**src/rtl/vga_pkg.sv**
```systemverilog
// Shared VGA pipeline definitions: rectangle compositing modes and the
// per-rectangle configuration record held in the shadow and active banks.
package vga_pkg;
  localparam int VGA_WIDTHBITS  = 10;
  localparam int VGA_HEIGHTBITS = 10;
  localparam int VGA_COLORBITS  = 8;

  localparam logic [1:0] RECT_MODE_OR      = 2'b00;
  localparam logic [1:0] RECT_MODE_REPLACE = 2'b01;
  localparam logic [1:0] RECT_MODE_XOR     = 2'b10;
  localparam logic [1:0] RECT_MODE_RSVD    = 2'b11;

  typedef struct packed {
    logic                      enabled;
    logic [1:0]                mode;
    logic [VGA_COLORBITS-1:0]  color;
    logic [VGA_WIDTHBITS-1:0]  x1;
    logic [VGA_HEIGHTBITS-1:0] y1;
    logic [VGA_WIDTHBITS-1:0]  x2;
    logic [VGA_HEIGHTBITS-1:0] y2;
  } rect_cfg_t;
endpackage

```
**src/rtl/vga_rect_hit.sv**
```systemverilog
// Bound test for one rectangle; reserved mode or inverted bounds never hit.
module vga_rect_hit
  import vga_pkg::*;
(
  input  rect_cfg_t                 rect,
  input  logic [VGA_WIDTHBITS-1:0]  x,
  input  logic [VGA_HEIGHTBITS-1:0] y,
  output logic                      hit
);
  assign hit = rect.enabled && (rect.mode != RECT_MODE_RSVD) &&
               (x >= rect.x1) && (x <= rect.x2) &&
               (y >= rect.y1) && (y <= rect.y2);
endmodule

```
**src/rtl/vga_stage_rect_multi.sv**
```systemverilog
// Multi-rectangle overlay stage: double-buffered rectangle set, hit vector in
// stage 1, index-ordered compositing fold in stage 2.
module vga_stage_rect_multi
  import vga_pkg::*;
#(
  parameter int WIDTHBITS  = VGA_WIDTHBITS,
  parameter int HEIGHTBITS = VGA_HEIGHTBITS,
  parameter int COLORBITS  = VGA_COLORBITS,
  parameter int MULTIBITS  = 5
) (
  input  logic                  clk,
  input  logic                  rst_b,
  input  logic [COLORBITS-1:0]  st__color_0a,
  input  logic [WIDTHBITS-1:0]  st__x_0a,
  input  logic [HEIGHTBITS-1:0] st__y_0a,
  output logic [COLORBITS-1:0]  st__color_2a,
  output logic [WIDTHBITS-1:0]  st__x_2a,
  output logic [HEIGHTBITS-1:0] st__y_2a,
  input  logic                  vg__stall,
  input  logic                  vg__vblank,
  input  logic                  vg__rect_write,
  input  logic [MULTIBITS-1:0]  st__conf_multi_index,
  input  logic                  st__conf_enabled,
  input  logic [1:0]            st__conf_mode,
  input  logic [COLORBITS-1:0]  st__conf_color,
  input  logic [WIDTHBITS-1:0]  st__conf_rect_x1,
  input  logic [WIDTHBITS-1:0]  st__conf_rect_x2,
  input  logic [HEIGHTBITS-1:0] st__conf_rect_y1,
  input  logic [HEIGHTBITS-1:0] st__conf_rect_y2,
  input  logic                  vg__commit,
  output logic                  st__commit_pending,
  output logic                  st__commit_done
);
  localparam int NRECT = 2**MULTIBITS;

  rect_cfg_t shadow [NRECT];
  rect_cfg_t active [NRECT];
  logic      swap;

  assign swap = st__commit_pending && vg__vblank;

  always_ff @(posedge clk) begin
    if (!rst_b) begin
      for (int i = 0; i < NRECT; i++) begin
        shadow[i].enabled <= 1'b0;
        shadow[i].mode    <= RECT_MODE_OR;
      end
    end else if (vg__rect_write) begin
      shadow[st__conf_multi_index] <= '{enabled: st__conf_enabled, mode: st__conf_mode,
                                        color: st__conf_color,
                                        x1: st__conf_rect_x1, y1: st__conf_rect_y1,
                                        x2: st__conf_rect_x2, y2: st__conf_rect_y2};
    end
  end

  // Swap copies pre-edge shadow, so a coincident write reaches shadow only.
  always_ff @(posedge clk) begin
    if (!rst_b) begin
      for (int i = 0; i < NRECT; i++) begin
        active[i].enabled <= 1'b0;
        active[i].mode    <= RECT_MODE_OR;
      end
    end else if (swap) begin
      active <= shadow;
    end
  end

  always_ff @(posedge clk) begin
    if (!rst_b) begin
      st__commit_pending <= 1'b0;
      st__commit_done    <= 1'b0;
    end else begin
      st__commit_done <= swap;
      if (swap) st__commit_pending <= vg__commit;
      else if (vg__commit) st__commit_pending <= 1'b1;
    end
  end

  logic [NRECT-1:0]      hit_0a, hit_1a;
  logic [COLORBITS-1:0]  color_1a;
  logic [WIDTHBITS-1:0]  x_1a;
  logic [HEIGHTBITS-1:0] y_1a;
  logic [COLORBITS-1:0]  acc [NRECT+1];

  assign acc[0] = color_1a;

  for (genvar i = 0; i < NRECT; i++) begin : g_rect
    vga_rect_hit u_hit (
      .rect (active[i]),
      .x    (st__x_0a),
      .y    (st__y_0a),
      .hit  (hit_0a[i])
    );
    assign acc[i+1] = !hit_1a[i]                         ? acc[i] :
                      active[i].mode == RECT_MODE_OR      ? acc[i] | active[i].color :
                      active[i].mode == RECT_MODE_REPLACE ? active[i].color :
                      active[i].mode == RECT_MODE_XOR     ? acc[i] ^ active[i].color :
                                                            acc[i];
  end

  always_ff @(posedge clk) begin
    if (!rst_b) begin
      hit_1a       <= '0;
      color_1a     <= '0;
      x_1a         <= '0;
      y_1a         <= '0;
      st__color_2a <= '0;
      st__x_2a     <= '0;
      st__y_2a     <= '0;
    end else if (!vg__stall) begin
      hit_1a       <= hit_0a;
      color_1a     <= st__color_0a;
      x_1a         <= st__x_0a;
      y_1a         <= st__y_0a;
      st__color_2a <= acc[NRECT];
      st__x_2a     <= x_1a;
      st__y_2a     <= y_1a;
    end
  end
endmodule

```
**config.mk**
```make
export PLATFORM = sky130hd
export DESIGN_NAME = vga_stage_rect_multi
export DESIGN_NICKNAME = d
export VERILOG_FILES = /design/src/rtl/vga_pkg.sv /design/src/rtl/vga_rect_hit.sv /design/src/rtl/vga_stage_rect_multi.sv
export SDC_FILE = /design/constraint.sdc
export NUM_CORES = 2
export LEC_CHECK = 0
export ABC_AREA = 1
export CAP_MARGIN = 0
export CORE_MARGIN = 1.5
export CORE_UTILIZATION = 55
export CTS_BUF_LIST = sky130_fd_sc_hd__clkbuf_4 sky130_fd_sc_hd__clkbuf_8
export CTS_CLUSTER_SIZE = 12
export DETAILED_ROUTE_END_ITERATION = 16
export GPL_TIMING_DRIVEN = 0
export PLACE_DENSITY = 0.74
export SLEW_MARGIN = 30
export SYNTH_ARGS = -nofsm -noshare
export SYNTH_HDL_FRONTEND = slang
export SYNTH_SLANG_ARGS = --single-unit
export TNS_END_PERCENT = 30
```
**constraint.sdc**
```tcl
create_clock -name clk -period 160.8 [get_ports clk]
set_clock_uncertainty 0.1 [all_clocks]
set_input_delay 48.24 -clock clk [delete_from_list [all_inputs] [get_ports clk]]
set_output_delay 48.24 -clock clk [all_outputs]
set_load 0.03 [all_outputs]
```
==> impl_metrics.ini <==
[run_status]
status = complete, no violations

[floorplan]
coreArea_um2 = 268000
die_y_um = 522
die_area_um2 = 272000
die_w_um = 522
io_pins = 120
initial_core_util_pct = 55.3
std_cell_rows = 190

[yosys]
synth.avg_cell_area_um2 = 12.9
netlist_area_um2 = 148000
synth_edf_count = 3072
synth_cells = 11400
synth_top_cell_by_area = edfxtp_1
async_flop_share_pct = 0
synth_most_common_cell = edfxtp_1
yosys.cell_types.count = 55
synth_flop_cell = edfxtp_1
synth_common_cells = 3072 x edfxtp_1, 1937 x inv_1, 1536 x ha_1, 1107 x nand2_1, 818 x nor2_1
synthesis.nets = 13100
yosysSeqAreaShare_pct = 66.2
ys_ff_latch = 3354
synthTopCellsByArea = edfxtp_1 62%, ha_1 13%, inv_1 4.9%, dfxtp_1 3.8%, nand2_1 2.8%
ys_warn_count = 0
synth_top_cell_area_share_pct = 62.4

[clock_tree]
cts_hold_buf = 0
cts-root-buf = clkbuf_8
cts_made_buffers = 549
clock_path_buffers = 4
post-cts-setup-buffer-count = 0
cts_max_level = 6
path_clk_slew_ns = 0.06
cts.repair.resized = 0
clock_sinks = 3354
worstSkewPairLatency_ns = 1.18
cts_tree = built

[detailed_routing]
wl_per_cell_um = 23.7
wirelength_um = 387000
first_iter_violations = 8867
antenna_left = 0
drc = 0
routed-via-count = 93000
routed_via_density = 5.70
first_pass_iters = 9

[sta]
worst_slew_pin_slew_ns = 1.10
fin_crit_ns = 52.44
tns_ns = 0
max_slew_margin_pct = 26.8
setup_viol = 0
drv_slew = 0
rsz0062_at_grt = false
clock.fmax_mhz = 19.1
postLayoutSetupSlackWorst_ns = 108.37
fin_crit_sh_pct = 32.6
hold_violations = 0

[place]
routabilityCongestion = 0.906
hpwlAfterDp_um = 259000
portBuffers = 119
pre_cts_ws_ns = 107.27

[worst_setup_path]
slowest_delay_ns = 0.61
cp_max_fo = 24
startpoint_type = input port
path_cells = clkdlybuf4s50_1 > inv_1 > clkbuf_1 > clkbuf_2 > nor2_4 > buf_8 > buf_16 > buf_16 > buf_16 > buf_16 > buf_16 > buf_16 > buf_16 > buf_16 > buf_16 > buf_12 > buf_16 > buf_16
rr_startpoint = active[1630]
crit_path_end_kind = flip-flop
cp.required_ns = 161.53
criticalPathCategory = input port to flip-flop
cp_common_cell = buf_16
r2r-end = st__color_2a[5]
worstRegToRegCells = 144
r2r_slack_ns = 136.86
arrival_ns = 53.16
crit_slowest_cell = clkdlybuf4s50_1

[global_routing]
antenna_found_initial = 18
grtUsageTotal_pct = 28.3
grt_pass1_wl_um = 569000
grt_pass1_vias = 94900
grt_overflow = 0
grt_max_degree = 51

[pwr]
p_leak_nw = 69.0
max-vdd-ir-drop_mv = 0.00805
p_per_area_nw_per_um2 = 10.8

[worst_hold_path]
hold_class = flip-flop to flip-flop
hold_path_end = active[138]
min-delay-start = shadow[138]
min_path_cells = 0

[finish]
syn_to_final_growth_pct = 15.4
final_nets = 14000
drive_gt1_share_pct = 12.7

[flow_run]
maxCapViolCount = 0
==> routing by layer <==
metal / vias up / share of wire, % / GRT usage, %
met2: 3891 / 48 / 47.3
li1: 42300 / - / -
met3: 1033 / 7.9 / 4.57
met1: 45800 / 39 / 35.9
met4: 10 / 5.2 / 13.9
met5: - / 0.017 / 0
==> state kept, by name, summed over array words and instances (netlist names), 8 cells and up <==
signal,cells
y_1a,10
st__x_2a,10
st__y_2a,10
shadow,1632
color_1a,8
x_1a,10
hit_1a,32
active,1632
st__color_2a,8
==> how the worst max path moves through the flow <==
stage	from	end	slack (ns)	cells after the start
3_5_place_dp	rst_b	active[442]	107.27	18
5_1_grt	rst_b	active[694]	108.28	18
4_1_cts	rst_b	active[697]	108.49	18
3_3_place_gp	rst_b	active[173]	15.16	5
2_1_floorplan	rst_b	active[0]	44.96	4
6_report	rst_b	active[697]	108.37	18
==> placed cells by master, fill, tap and decap left out, types with 52 or more instances in the layout <==
cell             instances
a211oi_1                66
a21boi_0                63
a21oi_1                672
buf_16                 167
clkbuf_1               131
clkbuf_4               165
clkbuf_8               591
clkdlybuf4s50_1         53
clkinv_1               114
clkinv_2                60
dfxtp_1                282
edfxtp_1              3072
ha_1                  1536
inv_1                 1935
nand2_1               1107
nand2_2                304
nand3_1                131
nand4_1                 52
nor2_1                 785
nor3_1                  58
o211ai_1                72
o21a_1                 157
o21ai_0                481
o221ai_1               187
==> logic make-up after synthesis <==
| kind of cell | after synthesis | share of synthesized area, % |
|---|---|---|
| AOI/OAI and AO/OA | 1892 | 7.91 |
| adders and majority gates | 1536 | 13.0 |
| buffers and inverters | 2133 | 5.64 |
| DFF | 3354 | 66.2 |
| and+or+nand+nor | 2512 | 7.27 |
==> layout make-up <==
| cell class | count | area, um^2 |
|---|---|---|
| Timing Repair Buffer | 355 | 6920 |
| Antenna cell | 7 | 17.5 |
| Clock inverter | 240 | 1880 |
| Sequential cell | 3354 | 97900 |
| Tap cell | 3552 | 4440 |
| Inverter | 1943 | 7310 |
| Buffer | 190 | 1060 |
| Multi-Input combinational cell | 5940 | 42100 |
| Clock buffer | 730 | 9010 |
| Fill cell | 19000 | 97000 |
==> per-stage QoR <==
| stage | area, um^2 | utilization (%) | power (mW) | hold slack (ns) | std cells |
|---|---|---|---|---|---|
| finish | 171000 | 63.8 | 1.85 | 0.278 | 16300 |
| global route | 171000 | 63.8 | 1.91 | 0.269 | 16300 |
| CTS | 171000 | 63.7 | 1.86 | 0.268 | 16300 |
| detailed placement | 160000 | 59.7 | 1.12 | 0.305 | 15300 |
| global placement | 154000 | 57.4 | 1.14 | 0.300 | 15100 |
| floorplan | 148000 | - | 1.08 | 0.300 | 11400 |
==> power by group <==
part	switching, mW	internal [mW]	leakage (nW)
Sequential	0.00478	0.961	30.1
Combinational	0.0943	0.0442	33.2
Clock	0.352	0.393	5.75
==> worst max-delay path, delay by kind of cell <==
family / cells / cell delay [ns]
buffers and inverters: 17 / 4.20
AND/OR/NAND/NOR: 1 / 0.60
No activity file was read; power rests on OpenSTA's default activity.
